[src/rtl/key_sched.sv]
// Multi-key debounce / long-press controller with a shared tick prescaler
// and a round-robin arbitrated valid/ready event port.
module key_sched #(
  parameter int unsigned N_KEYS     = 4,
  parameter int unsigned TICK_DIV   = 50000,
  parameter int unsigned DBNC_TICKS = 20,
  parameter int unsigned LONG_TICKS = 1000,
  localparam int unsigned ID_W      = (N_KEYS > 1) ? $clog2(N_KEYS) : 1
) (
  input  logic              clk50m,
  input  logic              rst,
  input  logic [N_KEYS-1:0] key,
  output logic [N_KEYS-1:0] key_state,
  output logic              evt_valid,
  input  logic              evt_ready,
  output logic [ID_W-1:0]   evt_id,
  output logic [1:0]        evt_type,
  output logic              evt_drop
);

  localparam int unsigned TC_W   = $clog2(TICK_DIV);
  localparam int unsigned CNT_W  = $clog2(DBNC_TICKS + 1);
  localparam int unsigned LCNT_W = $clog2(LONG_TICKS + 1);

  localparam logic [TC_W-1:0]   TICK_LAST = TC_W'(TICK_DIV - 1);
  localparam logic [CNT_W-1:0]  DBNC_LAST = CNT_W'(DBNC_TICKS - 1);
  localparam logic [LCNT_W-1:0] LONG_LAST = LCNT_W'(LONG_TICKS - 1);
  localparam logic [LCNT_W-1:0] LONG_MAX  = LCNT_W'(LONG_TICKS);

  typedef enum logic [1:0] {S_REL, S_DB_HI, S_PRS, S_DB_LO} state_e;
  typedef enum logic [1:0] {EV_PRESS = 2'b00, EV_RELEASE = 2'b01, EV_LONG = 2'b10} evt_e;

  logic [N_KEYS-1:0] sync1_q, sync1_d, sync2_q, sync2_d;
  logic [TC_W-1:0]   tc_q, tc_d;
  logic              tick;

  state_e            state_q [N_KEYS];
  state_e            state_d [N_KEYS];
  logic [CNT_W-1:0]  cnt_q   [N_KEYS];
  logic [CNT_W-1:0]  cnt_d   [N_KEYS];
  logic [LCNT_W-1:0] lcnt_q  [N_KEYS];
  logic [LCNT_W-1:0] lcnt_d  [N_KEYS];
  logic [N_KEYS-1:0] long_done_q, long_done_d;
  logic [N_KEYS-1:0] key_state_q, key_state_d;

  logic [N_KEYS-1:0] post;
  evt_e              post_t  [N_KEYS];

  logic [N_KEYS-1:0] slot_v_q, slot_v_d;
  evt_e              slot_t_q [N_KEYS];
  evt_e              slot_t_d [N_KEYS];
  logic              evt_valid_q, evt_valid_d;
  logic [ID_W-1:0]   evt_id_q, evt_id_d;
  evt_e              evt_type_q, evt_type_d;
  logic              evt_drop_q, evt_drop_d;
  logic [ID_W-1:0]   rr_q, rr_d;

  logic              grant_ok;
  logic [ID_W-1:0]   grant_idx;
  logic [ID_W-1:0]   cand;
  logic              drop_any;

  assign sync1_d = key;
  assign sync2_d = sync1_q;
  assign tick    = (tc_q == TICK_LAST);
  assign tc_d    = tick ? '0 : tc_q + 1'b1;

  // Per-key FSM; the synchronized level is checked before the tick.
  always_comb begin
    key_state_d = key_state_q;
    long_done_d = long_done_q;
    post        = '0;
    for (int unsigned i = 0; i < N_KEYS; i++) begin
      state_d[i] = state_q[i];
      cnt_d[i]   = cnt_q[i];
      lcnt_d[i]  = lcnt_q[i];
      post_t[i]  = EV_PRESS;
      case (state_q[i])
        S_REL: begin
          if (sync2_q[i]) begin
            state_d[i] = S_DB_HI;
            cnt_d[i]   = '0;
          end
        end
        S_DB_HI: begin
          if (!sync2_q[i]) begin
            state_d[i] = S_REL;
          end else if (tick) begin
            if (cnt_q[i] == DBNC_LAST) begin
              state_d[i]     = S_PRS;
              key_state_d[i] = 1'b1;
              post[i]        = 1'b1;
              post_t[i]      = EV_PRESS;
              lcnt_d[i]      = '0;
              long_done_d[i] = 1'b0;
            end else begin
              cnt_d[i] = cnt_q[i] + 1'b1;
            end
          end
        end
        S_PRS: begin
          if (!sync2_q[i]) begin
            state_d[i] = S_DB_LO;
            cnt_d[i]   = '0;
          end else if (tick && (lcnt_q[i] != LONG_MAX)) begin
            lcnt_d[i] = lcnt_q[i] + 1'b1;
            if ((lcnt_q[i] == LONG_LAST) && !long_done_q[i]) begin
              post[i]        = 1'b1;
              post_t[i]      = EV_LONG;
              long_done_d[i] = 1'b1;
            end
          end
        end
        S_DB_LO: begin
          if (sync2_q[i]) begin
            state_d[i] = S_PRS;
          end else if (tick) begin
            if (cnt_q[i] == DBNC_LAST) begin
              state_d[i]     = S_REL;
              key_state_d[i] = 1'b0;
              post[i]        = 1'b1;
              post_t[i]      = EV_RELEASE;
            end else begin
              cnt_d[i] = cnt_q[i] + 1'b1;
            end
          end
        end
        default: state_d[i] = S_REL;
      endcase
    end
  end

  // Grant clears its slot before new posts are stored, so a same-cycle
  // post into the granted slot is accepted rather than dropped.
  always_comb begin
    grant_ok  = 1'b0;
    grant_idx = '0;
    cand      = '0;
    for (int unsigned j = 1; j <= N_KEYS; j++) begin
      cand = ID_W'((32'(rr_q) + j) % N_KEYS);
      if (!grant_ok && slot_v_q[cand]) begin
        grant_ok  = 1'b1;
        grant_idx = cand;
      end
    end

    slot_v_d    = slot_v_q;
    slot_t_d    = slot_t_q;
    evt_valid_d = evt_valid_q;
    evt_id_d    = evt_id_q;
    evt_type_d  = evt_type_q;
    rr_d        = rr_q;
    if (!evt_valid_q || evt_ready) begin
      evt_valid_d = grant_ok;
      if (grant_ok) begin
        evt_id_d            = grant_idx;
        evt_type_d          = slot_t_q[grant_idx];
        slot_v_d[grant_idx] = 1'b0;
        rr_d                = grant_idx;
      end
    end

    drop_any = 1'b0;
    for (int unsigned i = 0; i < N_KEYS; i++) begin
      if (post[i]) begin
        if (slot_v_d[i]) begin
          drop_any = 1'b1;
        end else begin
          slot_v_d[i] = 1'b1;
          slot_t_d[i] = post_t[i];
        end
      end
    end
    evt_drop_d = drop_any;
  end

  always_ff @(posedge clk50m or posedge rst) begin
    if (rst) begin
      sync1_q     <= '0;
      sync2_q     <= '0;
      tc_q        <= '0;
      key_state_q <= '0;
      long_done_q <= '0;
      slot_v_q    <= '0;
      evt_valid_q <= 1'b0;
      evt_id_q    <= '0;
      evt_type_q  <= EV_PRESS;
      evt_drop_q  <= 1'b0;
      rr_q        <= ID_W'(N_KEYS - 1);
      for (int unsigned i = 0; i < N_KEYS; i++) begin
        state_q[i]  <= S_REL;
        cnt_q[i]    <= '0;
        lcnt_q[i]   <= '0;
        slot_t_q[i] <= EV_PRESS;
      end
    end else begin
      sync1_q     <= sync1_d;
      sync2_q     <= sync2_d;
      tc_q        <= tc_d;
      key_state_q <= key_state_d;
      long_done_q <= long_done_d;
      slot_v_q    <= slot_v_d;
      evt_valid_q <= evt_valid_d;
      evt_id_q    <= evt_id_d;
      evt_type_q  <= evt_type_d;
      evt_drop_q  <= evt_drop_d;
      rr_q        <= rr_d;
      state_q     <= state_d;
      cnt_q       <= cnt_d;
      lcnt_q      <= lcnt_d;
      slot_t_q    <= slot_t_d;
    end
  end

  assign key_state = key_state_q;
  assign evt_valid = evt_valid_q;
  assign evt_id    = evt_id_q;
  assign evt_type  = evt_type_q;
  assign evt_drop  = evt_drop_q;

endmodule
[config.mk]
export PLATFORM = sky130hd
export DESIGN_NAME = key_sched
export DESIGN_NICKNAME = d
export VERILOG_FILES = /design/src/rtl/key_sched.sv
export SDC_FILE = /design/constraint.sdc
export NUM_CORES = 1
export LEC_CHECK = 0
export BUFFER_PORTS_ARGS = -buffer_cell sky130_fd_sc_hd__clkbuf_2
export CORE_MARGIN = 1.5
export CORE_UTILIZATION = 60
export CTS_CLUSTER_DIAMETER = 60
export CTS_CLUSTER_SIZE = 24
export DETAILED_ROUTE_END_ITERATION = 10
export GPL_ROUTABILITY_DRIVEN = 0
export HOLD_SLACK_MARGIN = 0.06
export PLACE_DENSITY = 0.74
export SLEW_MARGIN = 0
export SYNTH_ARGS = -nofsm -noshare
export SYNTH_HDL_FRONTEND = slang
export SYNTH_SLANG_ARGS = --single-unit
[constraint.sdc]
create_clock -name clk50m -period 6.9 [get_ports clk50m]
set_input_delay 2.07 -clock clk50m [delete_from_list [all_inputs] [get_ports clk50m]]
set_output_delay 2.07 -clock clk50m [all_outputs]
set_load 0.02 [all_outputs]
# ---- Yosys cells after proc, flatten, opt, wreduce, memory -nomap -nowiden
# Cells that the tools add are included.
dict set report totals {
  regBits 120
  input_bits 7
}
dict set report op_classes {
  add_sub_neg 13
  order_cmp 7
  n_eq_ne 85
  mux 232
  n_bitwise 7
  n_reduce_logical 58
}
# op count
set ops {}
lappend ops {{2-to-1 mux 10 bit} 20}
lappend ops {{2-to-1 mux 5 bit} 24}
lappend ops {{2-to-1 mux 1 bit} 101}
lappend ops {{2-to-1 mux 2 bit} 50}
lappend ops {{inequality test 2 bit, second input constant} 44}
lappend ops {{one-hot mux 10 bit (2 select lines)} 4}
lappend ops {{one-hot mux 5 bit (4 select lines)} 4}
lappend ops {{AND reduction 7 bit} 8}
lappend ops {{inequality test 3 bit, second input constant} 16}
lappend ops {{AND reduction 6 bit} 8}
lappend ops {{adder 10 x 1 -> 10 bit, second input constant} 4}
lappend ops {{equality test 10 bit, second input constant} 4}
lappend ops {{inequality test 10 bit, second input constant} 4}
lappend ops {{one-hot mux 2 bit (4 select lines)} 4}
lappend ops {{adder 5 x 1 -> 5 bit, second input constant} 4}
lappend ops {{equality test 5 bit, second input constant} 4}
lappend ops {{adder 16 x 1 -> 16 bit, second input constant} 1}
lappend ops {{equality test 16 bit, second input constant} 1}
lappend ops {{equality test 2 bit, second input constant} 8}
lappend ops {{2-to-1 mux 16 bit} 1}
lappend ops {{one-hot mux 1 bit (2 select lines)} 8}
lappend ops {{one-hot mux 2 bit (2 select lines)} 4}
lappend ops {{AND reduction 4 bit} 4}
lappend ops {{nonzero test 2 bit} 8}
lappend ops {{20 further kinds} 64}

# ---- Logic depth before layout (Yosys ltp)
dict set report logic_depth {
  word_depth 29
  depth_mapped 10
}

# ---- Worst setup path before layout
# OpenSTA, ideal clock, no wires.
dict set report synth_timing {
  path_type {in2reg}
  from {in evt_ready}
  to {reg slot_t_q[2] in the netlist's numbering}
  setup_ps 127
  arrival_ps 3400
  required_time_ps 6773
  slack_ps 3373
  cell_stages 6
  path_buffers 0
  cell_sequence {nand2b_1 -> nand2_1 -> or3_1 -> o21ai_0 -> nand2b_1 -> mux2_1}
}
dict set report synth_via {
  elab_chain_len 4
}
# item line_no
set synth_lines {}
lappend synth_lines {{start, declared} 15} ;# input logic evt_ready,
lappend synth_lines {{logical OR 1 bit} 153} ;# if (!evt_valid_q || evt_ready) begin
lappend synth_lines {{2-to-1 mux 4 bit} 153}
lappend synth_lines {{inverter 1 bit (no source line)} n/a}
lappend synth_lines {{AND reduction 2 bit (no source line)} n/a}
lappend synth_lines {{end signal, assigned} 211} ;# slot_t_q <= slot_t_d;
lappend synth_lines {{end, declared} 50} ;# evt_e slot_t_q [N_KEYS];
# Every way passes these cells.
# A chain may end at the register's enable or synchronous reset.

# ---- Final worst setup path
dict set report layout_timing {
  from {in evt_ready}
  to {reg slot_t_q[3] in the netlist's numbering}
}
# The elaborated chain is that of the path after synthesis.

==> results.md <==
| Result | Reported | Unit |
| --- | --- | --- |
| Number of buffers added for setup after CTS | 0 | - |
| Overall track demand over capacity in global routing | 26.28 | % |
| Count of flip-flops with a built-in enable after synthesis | 0 | - |
| Antenna viol nets, final | 0 | - |
| DR iter-0 viols | 371 | - |
| Final wirelength | 14060 | um |
| Unrepaired setup endpoints after global routing | no | - |
| Fraction of layout instances using a drive strength above 1 | 9.838 | % |
| Number of I/O port buffers | 16 | - |
| Global-route congestion overflow total | 0 | - |
| Number of maximum-capacitance constraint violations | 0 | - |
| Final Hold Violating Endpoints | 0 | - |
| CTS Buffer Depth | 2 | - |
| Power density over the cells | 322.2 | nW/um^2 |
| Leakage power of the design | 0.003319 | uW |
| Number of pins exceeding their max-slew limit in the final report | 0 | - |
| H-Tree Depth | 4 | - |
| Area of combinational cells with multiple inputs | 3505 | um^2 |
| DRC errors left | 0 | - |
| Leading area contributor after synthesis | sky130_fd_sc_hd__dfrtp_1 | - |
| Sink count of the clock tree | 120 | - |
| Family with the most delay on the worst path | simple AND/OR/NAND/NOR gates | - |
| Starting density of the core | 61.66 | % |
| Cells resized by post-CTS repair | 0 | - |
| Slowest cell delay on critical path | 0.46 | ns |
| First-pass GRT wire length | 24170 | um |
| Data arrival, critical path | 3.73 | ns |
| Total setup violations reported at the end of the flow | 0 | - |
| Number of buffer and inverter stages on the critical path | 1 | - |
| Share of synthesized area occupied by flip-flops and latches | 44.76 | % |
| Actual transition at the worst max-transition pin | 1.113 | ns |
| Setup crit start kind | primary input | - |
| Reg area | 3005 | um^2 |
| Hold buffer count at cts | 0 | - |
| Root buffer selected by CTS | sky130_fd_sc_hd__clkbuf_8 | - |
| Count of boundary I/O pins | 17 | - |
| CTS tree | yes | - |
| Maximum number of pins on one net before global-route repair | 70 | - |
| Cell with the largest stage delay on the worst path | sky130_fd_sc_hd__or3_1 | - |
| Average instance area after synthesis | 9.416 | um^2 |
| Sw Pwr | 799.5 | uW |
| Number of antenna violations at the first check in global routing | 0 | - |
| Achievable clock frequency | 0.3010 | GHz |
| Relative contribution of the clock network to total power | 38.9 | % |
| Drt via density | 6.020 | - |
| Most Frequent Cell on Critical Path | sky130_fd_sc_hd__nand2b_1 | - |
| Share of total power in sequential cells | 34.1 | % |
| Die outline area | 11830 | um^2 |
| Final period utilization | 48.16 | % |
| Setup CP Type | primary input to flip-flop | - |
| Minimum hold slack | 0.3470 | ns |
| Number of cells after detailed placement | 850 | - |
| Int Pwr | 1632 | uW |
| Clock-pin transition on the worst setup and hold timing paths | 0.06 | ns |
| Final net count | 765 | - |
| Die boundary width | 108.8 | um |
| Total negative setup slack | 0 | ns |
| # rows | 38 | - |
| Total number of vias | 5310 | - |
| Library cells used by synthesis | 59 | - |
| Number of filler instances in the final layout | 842 | - |
| Type of element capturing the critical path | flip-flop | - |
| Total power of the final layout | 2432 | uW |
| Core area | 10890 | um^2 |
| Most used flip-flop cell after synthesis | sky130_fd_sc_hd__dfrtp_1 | - |
| Proportion of netlist area held by the largest area contributor | 43.98 | % |
| Mapped cell area | 6714 | um^2 |
| Worst min-delay path class | flip-flop to flip-flop | - |
| Number of clock buffers inserted by TritonCTS | 17 | - |
| Number of global-route vias before repair | 5209 | - |
| Worst Path Max Fanout | 8 | - |
| Initial DRT Pass Iterations | 5 | - |
| VDD IR max | 0.0002072 | V |
| Net count of the mapped netlist | 749 | - |
| Result of the run | finished clean | - |
| Proportion of power drawn by combinational gates | 27.0 | % |
| Remaining max-slew budget at the tightest pin | 24.77 | % |
| Vert. Die Dim | 108.8 | um |
| Dpl hpwl | 9301 | um |
| Synth-to-Final Area Change | 12.41 | % |
| Post-synthesis cell count | 713 | - |
| Critical-path cell list | clkbuf_2 -> nand2b_1 -> nand2_1 -> or3_1 -> o21ai_0 -> nand2b_1 -> mux2_1 | - |
| Post-route clock skew | 0.006890 | ns |
| Final critical delay including setup and external delays | 3.323 | ns |
| Clock latency of the later-clocked register in the worst-skew pair | 0.53 | ns |
| Post-synthesis async set-or-reset flop share | 100.0 | % |
| Net switching fraction of the power | 32.87 | % |
| Routed wire length per instance | 15.94 | um |
| Number of antenna repair diodes | 0 | - |
| Number of warnings printed during yosys synthesis | 0 | - |
| Required @ worst endpoint | 7.30 | ns |
| Layout Cells excl Fill | 882 | - |
| Number of register bits inferred by synthesis | 120 | - |
| Top cells by area in the synthesized netlist | sky130_fd_sc_hd__dfrtp_1 (44%), sky130_fd_sc_hd__ha_1 (5.4%), sky130_fd_sc_hd__nor2_1 (4.4%) | - |
[cells in the mapped netlist (6+ instances only)]
cell type                    n
sky130_fd_sc_hd__nor2_1     78
sky130_fd_sc_hd__nand3_1    42
sky130_fd_sc_hd__dfrtp_1   118
sky130_fd_sc_hd__inv_1      33
sky130_fd_sc_hd__nand4_1    18
sky130_fd_sc_hd__nand2_1    62
sky130_fd_sc_hd__o31ai_1    13
sky130_fd_sc_hd__a21oi_1    36
sky130_fd_sc_hd__mux2_2      9
sky130_fd_sc_hd__ha_1       29
sky130_fd_sc_hd__nor4_1     10
sky130_fd_sc_hd__nand4b_1    6
sky130_fd_sc_hd__or3_1      13
sky130_fd_sc_hd__o21ai_0    27
sky130_fd_sc_hd__xor2_1     24
sky130_fd_sc_hd__nand2b_1   20
sky130_fd_sc_hd__clkbuf_1   18
sky130_fd_sc_hd__nor4b_1     6
sky130_fd_sc_hd__mux2i_1     9
sky130_fd_sc_hd__xnor2_1    24
sky130_fd_sc_hd__nor3_1     16
sky130_fd_sc_hd__o21ai_1     6
sky130_fd_sc_hd__and3_1     10
[stage by stage]
step | area, um^2 | utilization [%] | setup slack, ns
final | 7547 | 69.32 | 3.577
after global routing | 7547 | 69.32 | 3.447
after CTS | 7547 | 69.32 | 3.631
after detailed placement | 6914 | 63.50 | 3.101
after global placement | 6914 | 63.50 | 3.144
after floorplan | 6714 | - | 1.647
[final cells by class]
type | instances | share of cell area [%]
sequential | 120 | 39.82
clock buffer | 19 | 5.719
multi-input combinational | 538 | 46.44
timing repair buffer | 19 | 1.359
clock inverter | 13 | 2.669
inverter | 33 | 1.674
tap | 140 | 2.321
[cells by family (layout without fill, tap and decap cells)]
logic type / after synthesis / in the layout / share of synthesized area (%)
fa+ha+maj: 29 / 29 / 5.404
flops: 120 / 120 / 44.76
xor+xnor: 48 / 48 / 6.262
mux: 21 / 21 / 3.355
simple gates: 325 / 325 / 26.43
compound gates: 115 / 115 / 10.66
buf+inv: 55 / 84 / 3.131
[cell usage in the layout, fill, tap and decap left out, types with 24 or more instances in the layout]
cell type | Yosys | layout
sky130_fd_sc_hd__o21ai_0 | 27 | 27
sky130_fd_sc_hd__nand2_1 | 62 | 62
sky130_fd_sc_hd__a21oi_1 | 36 | 36
sky130_fd_sc_hd__inv_1 | 33 | 32
sky130_fd_sc_hd__dfrtp_1 | 118 | 118
sky130_fd_sc_hd__nor2_1 | 78 | 78
sky130_fd_sc_hd__ha_1 | 29 | 29
sky130_fd_sc_hd__xor2_1 | 24 | 24
sky130_fd_sc_hd__xnor2_1 | 24 | 24
sky130_fd_sc_hd__nand3_1 | 42 | 42
[power groups by stage]
stage / clock network (uW) / registers (uW) / logic (uW)
final: 945 / 830 / 657
after floorplan: 0 / 841 / 498
after global routing: 992 / 838 / 738
after CTS: 961 / 828 / 653
after detailed placement: 0 / 840 / 641
after global placement: 0 / 836 / 619
[layer usage]
metal / track usage (%) / part of all wire (%)
met1: 32.49 / 45
met2: 44.16 / 50
met3: 6.934 / 3.2
met4: 9.868 / 2.0
met5: 0 / 0
[worst reg2reg max path: cells and delay by family, from the launching register on]
family / cells / cell delay, ns
AOI/OAI and AO/OA: 1 / 0.44
xor gates and xnor gates: 1 / 0.15
DFF: 1 / 0.43
and+or+nand+nor: 4 / 1.95
[final timing paths]
kind,slack [ns],depth (start not counted),from,endpoint
min in group asynchronous,1.72,2,rst,cnt_q[15]$_DFFE_PP0P_
max in group asynchronous,4.00,3,rst,slot_t_q[3]$_DFFE_PP0P_
max,3.58,7,evt_ready,slot_t_q[3]$_DFFE_PP0P_
min,0.35,0,sync1_q[0]$_DFF_PP0_,sync2_q[0]$_DFF_PP0_
min reg2reg,0.35,0,sync1_q[0]$_DFF_PP0_,sync2_q[0]$_DFF_PP0_
max reg2reg,3.81,6,tc_q[11]$_DFF_PP0_,lcnt_q[29]$_DFFE_PP0P_
[state kept, by name, indices dropped and copies added, names as in the netlist, named ones only]
| register | flops |
|---|---|
| lcnt_q | 40 |
| cnt_q | 20 |
| tc_q | 16 |
| slot_t_q | 8 |
| key_state | 4 |
| long_done_q | 4 |
| slot_v_q | 4 |
| state_q | 4 |
| sync1_q | 4 |
| sync2_q | 4 |
| evt_id | 2 |
| evt_type | 2 |
| rr_q | 2 |
| evt_drop | 1 |
| evt_valid | 1 |
No activity file was read; power rests on OpenSTA's default activity.
